==> src/rtl/fm_demod_iq.sv <==
// Quadrature FM demodulator: NCO mixing, integrate-and-dump decimation and
// cross-product discriminator, with an optional running-integral output.
module fm_demod_iq #(
    parameter int DW             = 16,
    parameter int DEC            = 4,
    parameter int OW             = 16,
    parameter int OSHIFT         = 16,
    parameter int SETTLE         = 2,
    parameter int OUT_OFFSET_BIN = 1
) (
    input  logic          clk_100M,
    input  logic          rst,
    input  logic          en,
    input  logic          clr,
    input  logic          int_mode,
    input  logic [DW-1:0] sig_in,
    input  logic [DW-1:0] sin_in,
    input  logic [DW-1:0] cos_in,
    output logic [OW-1:0] dem_out,
    output logic          dem_valid,
    output logic          settled
);

    localparam int LD   = $clog2(DEC);
    localparam int PW   = 2 * DW;
    localparam int ACCW = PW + LD;
    localparam int DWD  = PW + 1;
    localparam int IW   = PW + 8;
    localparam int SCW  = $clog2(SETTLE + 1);

    localparam logic [OW-1:0]  RST_OUT  = (OUT_OFFSET_BIN != 0) ? {1'b1, {(OW-1){1'b0}}} : {OW{1'b0}};
    localparam logic [LD-1:0]  CNT_LAST = LD'(DEC - 1);
    localparam logic [SCW-1:0] SETTLE_V = SCW'(SETTLE);

    function automatic logic [OW-1:0] fmt(input logic [OW-1:0] v);
        if (OUT_OFFSET_BIN != 0) begin
            fmt = {~v[OW-1], v[OW-2:0]};
        end else begin
            fmt = v;
        end
    endfunction

    function automatic logic [OW-1:0] sat_d(input logic signed [DWD-1:0] v);
        logic signed [DWD-1:0] maxv;
        logic signed [DWD-1:0] minv;
        maxv = {{(DWD-OW+1){1'b0}}, {(OW-1){1'b1}}};
        minv = {{(DWD-OW+1){1'b1}}, {(OW-1){1'b0}}};
        if (v > maxv) begin
            sat_d = maxv[OW-1:0];
        end else if (v < minv) begin
            sat_d = minv[OW-1:0];
        end else begin
            sat_d = v[OW-1:0];
        end
    endfunction

    logic signed [DW-1:0]   xs, ss, cs;
    logic                   v0, v1;
    logic signed [PW-1:0]   pi, pq;
    logic signed [ACCW-1:0] acc_i, acc_q;
    logic [LD-1:0]          cnt;
    logic signed [DW-1:0]   i_dec, q_dec, i_prev, q_prev;
    logic                   dec_valid, p_valid;
    logic signed [PW-1:0]   p1, p2;
    logic signed [IW-1:0]   int_r;
    logic [SCW-1:0]         settle_cnt;

    logic signed [ACCW-1:0] acc_sum_i, acc_sum_q;
    logic signed [DWD-1:0]  d_s;
    logic signed [IW-1:0]   int_nx;

    // Dump sums, discriminator difference and next integrator value
    always_comb begin
        acc_sum_i = acc_i + {{LD{pi[PW-1]}}, pi};
        acc_sum_q = acc_q + {{LD{pq[PW-1]}}, pq};
        d_s       = {p1[PW-1], p1} - {p2[PW-1], p2};
        int_nx    = int_r + {{(IW-DWD){d_s[DWD-1]}}, d_s};
    end

    // Whole pipeline; v0/v1 keep the block counter aligned to real samples after reset/clr
    always_ff @(posedge clk_100M or posedge rst) begin
        if (rst) begin
            xs <= '0; ss <= '0; cs <= '0; v0 <= 1'b0; v1 <= 1'b0;
            pi <= '0; pq <= '0; acc_i <= '0; acc_q <= '0; cnt <= '0;
            i_dec <= '0; q_dec <= '0; dec_valid <= 1'b0;
            i_prev <= '0; q_prev <= '0; p1 <= '0; p2 <= '0; p_valid <= 1'b0;
            int_r <= '0; settle_cnt <= '0;
            dem_out <= RST_OUT; dem_valid <= 1'b0; settled <= 1'b0;
        end else if (clr) begin
            xs <= '0; ss <= '0; cs <= '0; v0 <= 1'b0; v1 <= 1'b0;
            pi <= '0; pq <= '0; acc_i <= '0; acc_q <= '0; cnt <= '0;
            i_dec <= '0; q_dec <= '0; dec_valid <= 1'b0;
            i_prev <= '0; q_prev <= '0; p1 <= '0; p2 <= '0; p_valid <= 1'b0;
            int_r <= '0; settle_cnt <= '0;
            dem_out <= RST_OUT; dem_valid <= 1'b0; settled <= 1'b0;
        end else if (en) begin
            xs <= {~sig_in[DW-1], sig_in[DW-2:0]};
            ss <= {~sin_in[DW-1], sin_in[DW-2:0]};
            cs <= {~cos_in[DW-1], cos_in[DW-2:0]};
            v0 <= 1'b1;
            pi <= xs * ss;
            pq <= xs * cs;
            v1 <= v0;

            dec_valid <= v1 && (cnt == CNT_LAST);
            if (v1) begin
                cnt <= cnt + 1'b1;
                if (cnt == CNT_LAST) begin
                    i_dec <= acc_sum_i[ACCW-1 -: DW];
                    q_dec <= acc_sum_q[ACCW-1 -: DW];
                    acc_i <= '0;
                    acc_q <= '0;
                end else begin
                    acc_i <= acc_sum_i;
                    acc_q <= acc_sum_q;
                end
            end

            p_valid <= dec_valid;
            if (dec_valid) begin
                p1     <= i_prev * q_dec;
                p2     <= i_dec * q_prev;
                i_prev <= i_dec;
                q_prev <= q_dec;
            end

            if (p_valid) begin
                int_r <= int_nx;
                if (settle_cnt < SETTLE_V) begin
                    settle_cnt <= settle_cnt + 1'b1;
                    dem_valid  <= 1'b0;
                end else begin
                    dem_valid <= 1'b1;
                    settled   <= 1'b1;
                    if (int_mode) begin
                        dem_out <= fmt(OW'(int_nx >>> OSHIFT));
                    end else begin
                        dem_out <= fmt(sat_d(d_s >>> OSHIFT));
                    end
                end
            end else begin
                dem_valid <= 1'b0;
            end
        end else begin
            dem_valid <= 1'b0;
        end
    end

endmodule

==> config.mk <==
export PLATFORM = sky130hd
export DESIGN_NAME = fm_demod_iq
export DESIGN_NICKNAME = d
export VERILOG_FILES = /design/src/rtl/fm_demod_iq.sv
export SDC_FILE = /design/constraint.sdc
export NUM_CORES = 2
export LEC_CHECK = 0
export CORE_ASPECT_RATIO = 1.2
export CORE_MARGIN = 5
export CORE_UTILIZATION = 60
export CTS_CLUSTER_SIZE = 10
export DETAILED_ROUTE_END_ITERATION = 8
export GPL_TIMING_DRIVEN = 0
export PLACE_DENSITY = 0.87
export SETUP_SLACK_MARGIN = 0.5
export SYNTH_ARGS = -nofsm -noshare
export SYNTH_HDL_FRONTEND = slang
export SYNTH_SLANG_ARGS = --single-unit
==> constraint.sdc <==
create_clock -name clk_100M -period 24.2 [get_ports clk_100M]
set_clock_uncertainty 0.05 [all_clocks]
set_input_delay 6.05 -clock clk_100M [delete_from_list [all_inputs] [get_ports clk_100M]]
set_output_delay 6.05 -clock clk_100M [all_outputs]
set_load 0.05 [all_outputs]
== Yosys cells after proc, flatten, opt, wreduce, memory -nomap -nowiden ==
Index checks and enable logic that the tools add are counted.
Word-level totals
  register bits: 374
  output and inout port bits: 18
  logic and storage cells: 132
Cells by class
  add/subtract/negate cells: 6
  multiply operators: 4
  order comparisons: 3
  eq/ne operators: 2
  muxes and demuxes: 76
  bitwise logic cells: 5
  reductions and logical operators: 13
Operators by type and width (number)
  16-bit 2-to-1 mux: 32
  32-bit 2-to-1 mux: 10
  34-bit 2-to-1 mux: 8
  16-bit by 16-bit multiplier with 32-bit output: 4
  40-bit 2-to-1 mux: 3
  34-bit adder: 2
  40-bit adder: 1
  32-bit by 32-bit subtractor with 33-bit output: 1
  17-bit by 16-bit greater-than comparator with 1-bit output (second input constant): 1
  17-bit by 16-bit less-than comparator with 1-bit output (second input constant): 1
  1-bit 2-to-1 mux: 16
  2-bit 2-to-1 mux: 7
  2-bit nonzero test: 6
  3-bit AND reduction: 3
  2-bit AND reduction: 3
  1-bit NOT: 5
  2-bit by 1-bit adder with 2-bit output (second input constant): 2
  2-bit == test (second input constant): 1
  2-bit less-than comparator (second input constant): 1
  2-bit inequality test (second input constant): 1
  1-bit logical AND: 1

== Depth between registers and ports, before layout ==
  depth in word-level cells: 15
  depth in mapped cells: 25
  gate-level depth less buffers: 23

== Worst setup path after synthesis ==
No wires, ideal clock.
  path type: input -> register
  start point: in en
  end point: reg cs[10]
  library setup time: 132 ps
  data arrival time: 7530 ps
  data required time: 24018 ps
  slack: 16488 ps
  cell stages on the path: 6
  buffers on the path: 4
  cell sequence: clkbuf_1 clkbuf_1 clkbuf_1 buf_1 mux2i_1 nor2_1
On the way
  longest elaborated chain between the ends: 1
Ends and longest elaborated chain
  from (decl): line 13  | input logic en,
  2-bit nonzero test (no line)
  to (signal assigned): line 99  | cs <= {~cos_in[DW-1], cos_in[DW-2:0]};
  to (decl): line 57  | logic signed [DW-1:0] xs, ss, cs;
No other way between the ends.
A chain may end at the register's enable or synchronous reset.

== Worst setup path after layout ==
  start point: in clr
  end point: reg pq[28]
On the way
  longest elaborated chain between the ends: 1
  elaborated cells between the ends (all ways): 2
  classes of those cells: mux: 1; reduce/logical: 1
Ends and longest elaborated chain
  from (decl): line 14  | input logic clr,
  32-bit 2-to-1 mux or 2-bit nonzero test (tied branches)
  to (signal assigned): line 102  | pq <= xs * cs;
  to (decl): line 59  | logic signed [PW-1:0] pi, pq;
Several ways; a longest one is shown, not always the timed one.

==> impl_metrics.yaml <==
worst_hold_path:
  min_from: "p2[31]"
  whs_path_depth: 2
  holdPathEnd: "p2[31]"
  min_path_type: "flop to flop"
die:
  rows: 126
  die_width_um: 297
  dieArea_um2: 105000
  die_h_um: 355
  coreArea_um2: 98400
  initial_core_util_pct: 60.3
  pin_count: 71
route:
  drt-total-wl_um: 166000
  first_pass_iters: 8
  ant_nets: 0
  drc: 0
  drtIter0Drc: 3662
  via_count: 46586
  wl_per_cell_um: 21.3
  via_per_inst: 5.96
synth:
  synth_fp_nets: 7952
  async_flop_share_pct: 100
  ys_seq_elements: 366
  yosys.area_share.xor_xnor_pct: 3.56
  synth_compound_area_share_pct: 10.7
  yosysSeqAreaShare_pct: 15.4
  synthSimpleGateAreaFrac_pct: 14.2
  synth.avg_cell_area_um2: 9.29
  netlist_area_um2: 59400
  synth_adder_area_share_pct: 45.2
  synth_ff_type: "dfrtp_1"
  synth_edf_count: 0
  yosys_warnings: 0
  synth.area.mux_share_pct: 1.53
  synth_cell_types: 76
  syn-instance-count: 6389
  synth_top_family_by_area: "adder cells"
worst_setup_path:
  critPathBufInv: 5
  crit_path_max_fanout: 11
  required_ps: 24590
  start_kind: "primary input"
  rrSetupSlack_ps: 15440
  criticalPathCategory: "primary input to flop"
  crit_chain: "clkdlybuf4s50_1, clkbuf_1, buf_1, clkbuf_1, buf_1, nor2_1"
  r2r_start: "xs[15]"
  cp_top_family: "buffers and inverters"
  r2r_cells: 21
  reg2reg_to: "pq[31]"
  endpoint_kind: "flop"
  cp.arrival_ps: 9730
  cp_slowest_cell: "clkbuf_1"
  max_stage_delay_ps: 890
clock_tree:
  cts_tree: "yes"
  cts_resized: 0
  clockBufferDepth: 3
  clock_sinks: 366
  ctsHtreeMaxLevel: 2
  cts_buffers: 47
  clockRootBuffer: "clkbuf_16"
  clkTransAtPathRegs_ps: 60
  postCtsSetupRepairBufs: 0
  holdBufCountCts: 0
  clock_latency_ps: 630
run_status:
  run_status: "finished, final reports clean"
cells_and_area:
  nets: 8073
  ff_latch_area_um2: 9160
  mostFrequentLayoutCell: "inv_1"
  mostFrequentLayoutCells: "inv_1 (1234), fa_1 (1052), nand2_1 (705)"
  layout-drive-gt1-share_pct: 1.41
  area_growth_pct: 6.35
  fill_cells: 7614
  multi_input_area_um2: 44600
global_route:
  grt_pass1_vias: 50435
  grt_max_degree: 117
  grtUsageMet3_pct: 5.32
  grtUsageMet1_pct: 34.0
  grt_antenna_before_repair: 2
  busiest_layer: "met2"
  grt_pass1_wl_um: 264000
  gr-total-overflow: 0
  grt_use_met2_pct: 56.1
  grt_usage_pct: 31.6
power_and_ir_drop:
  power_density_nw_per_um2: 33.4
  peakVddDrop_uv: 65.6
  cellLeakagePower_nw: 33.1
  total_power_mw: 2.11
timing:
  final-hold-violation-count: 0
  rsz0062_at_grt: "no"
  fin_crit_sh_pct: 38.6
  period_minus_slack_ps: 9340
  tns_ps: 0
  max_clock_freq_ghz: 0.107
  tightest_slew_ps: 1320
  setup_viol: 0
  slew_headroom_pct: 9.99
  setup_ws_ps: 14860
  slew_violations: 0
placed_design:
  dp_hpwl_um: 137000
  finalWeightedCongestion: 1.01
  numPortBuffers: 69
  pre_cts_slack_ps: 14430
job:
  drv_cap: 0
==> power breakdown <==
part | total [mW] | internal, mW | switching [mW]
Sequential | 0.677 | 0.641 | 0.0362
Combinational | 0.774 | 0.289 | 0.485
Clock | 0.659 | 0.380 | 0.279
==> state kept, by name, indices dropped and copies added, names as in the netlist, 32 cells and up <==
register  flops
acc_q        34
p2           32
pi           32
int_r        32
acc_i        34
pq           32
p1           32
==> synth_stat cells, drive strengths merged, types with 54 or more instances <==
cell / count / area share [%]
inv: 1235 / 7.8
fa: 1052 / 35
nand2: 705 / 4.5
and2: 505 / 5.3
ha: 458 / 9.7
dfrtp: 365 / 15
nor2: 275 / 1.7
clkbuf: 235 / 1.5
o21ai: 212 / 1.8
a21oi: 211 / 1.8
xnor2: 156 / 2.3
a22o: 106 / 1.6
a21o: 100 / 1.3
mux2i: 91 / 1.5
xor2: 85 / 1.3
nor3: 54 / 0.46
==> kinds of logic (layout without fill, tap and decap cells) <==
group           Yosys count  after routing
other cells               0              2
flops                   366            366
buf+inv                1485           1627
compound gates          944            944
mux                      91             91
fa+ha+maj              1513           1513
simple gates           1749           1749
xor+xnor                241            241
==> per-stage QoR <==
stage	hold slack, ps	cell area, um^2	std cells	util [%]
2_1_floorplan	397	59400	6389	-
3_3_place_gp	415	61600	7738	62.7
3_5_place_dp	421	61700	7741	62.8
4_1_cts	433	63100	7811	64.2
5_1_grt	459	63100	7811	64.2
6_report	431	63100	7813	64.2
==> worst max-delay path by stage <==
stage	from	end	slack, ps	cells after the start
detailed placement	clr	pq[28]	14430	6
finish	clr	pq[28]	14860	6
global placement	rst	ss[1]	3690	2
floorplan	rst	acc_i[0]	7940	1
global route	clr	pq[28]	14810	6
CTS	clr	pq[28]	15020	6
==> final cells by class <==
cell class,count,share of cell area (%)
multi-input cells,4538,70.7
clock inverters,13,0.236
well taps,1280,2.54
clock buffers,57,1.95
flip-flops and latches,366,14.5
diodes,2,0.00793
plain buffers,250,1.49
repair buffers,72,1.22
inverters,1235,7.36
==> metal layers <==
metal	wire length [um]	vias to the layer above
met2	82800	2214
met4	15900	0
li1	-	20267
met3	11800	849
met1	55900	23256
met5	0	-
==> tightest hold or removal path: cells and delay by family, from the launching register on <==
family,cells,cell delay [ps]
flops,1,340
compound gates,1,60
simple gates,1,50
Power figures use the tool's default switching activity.
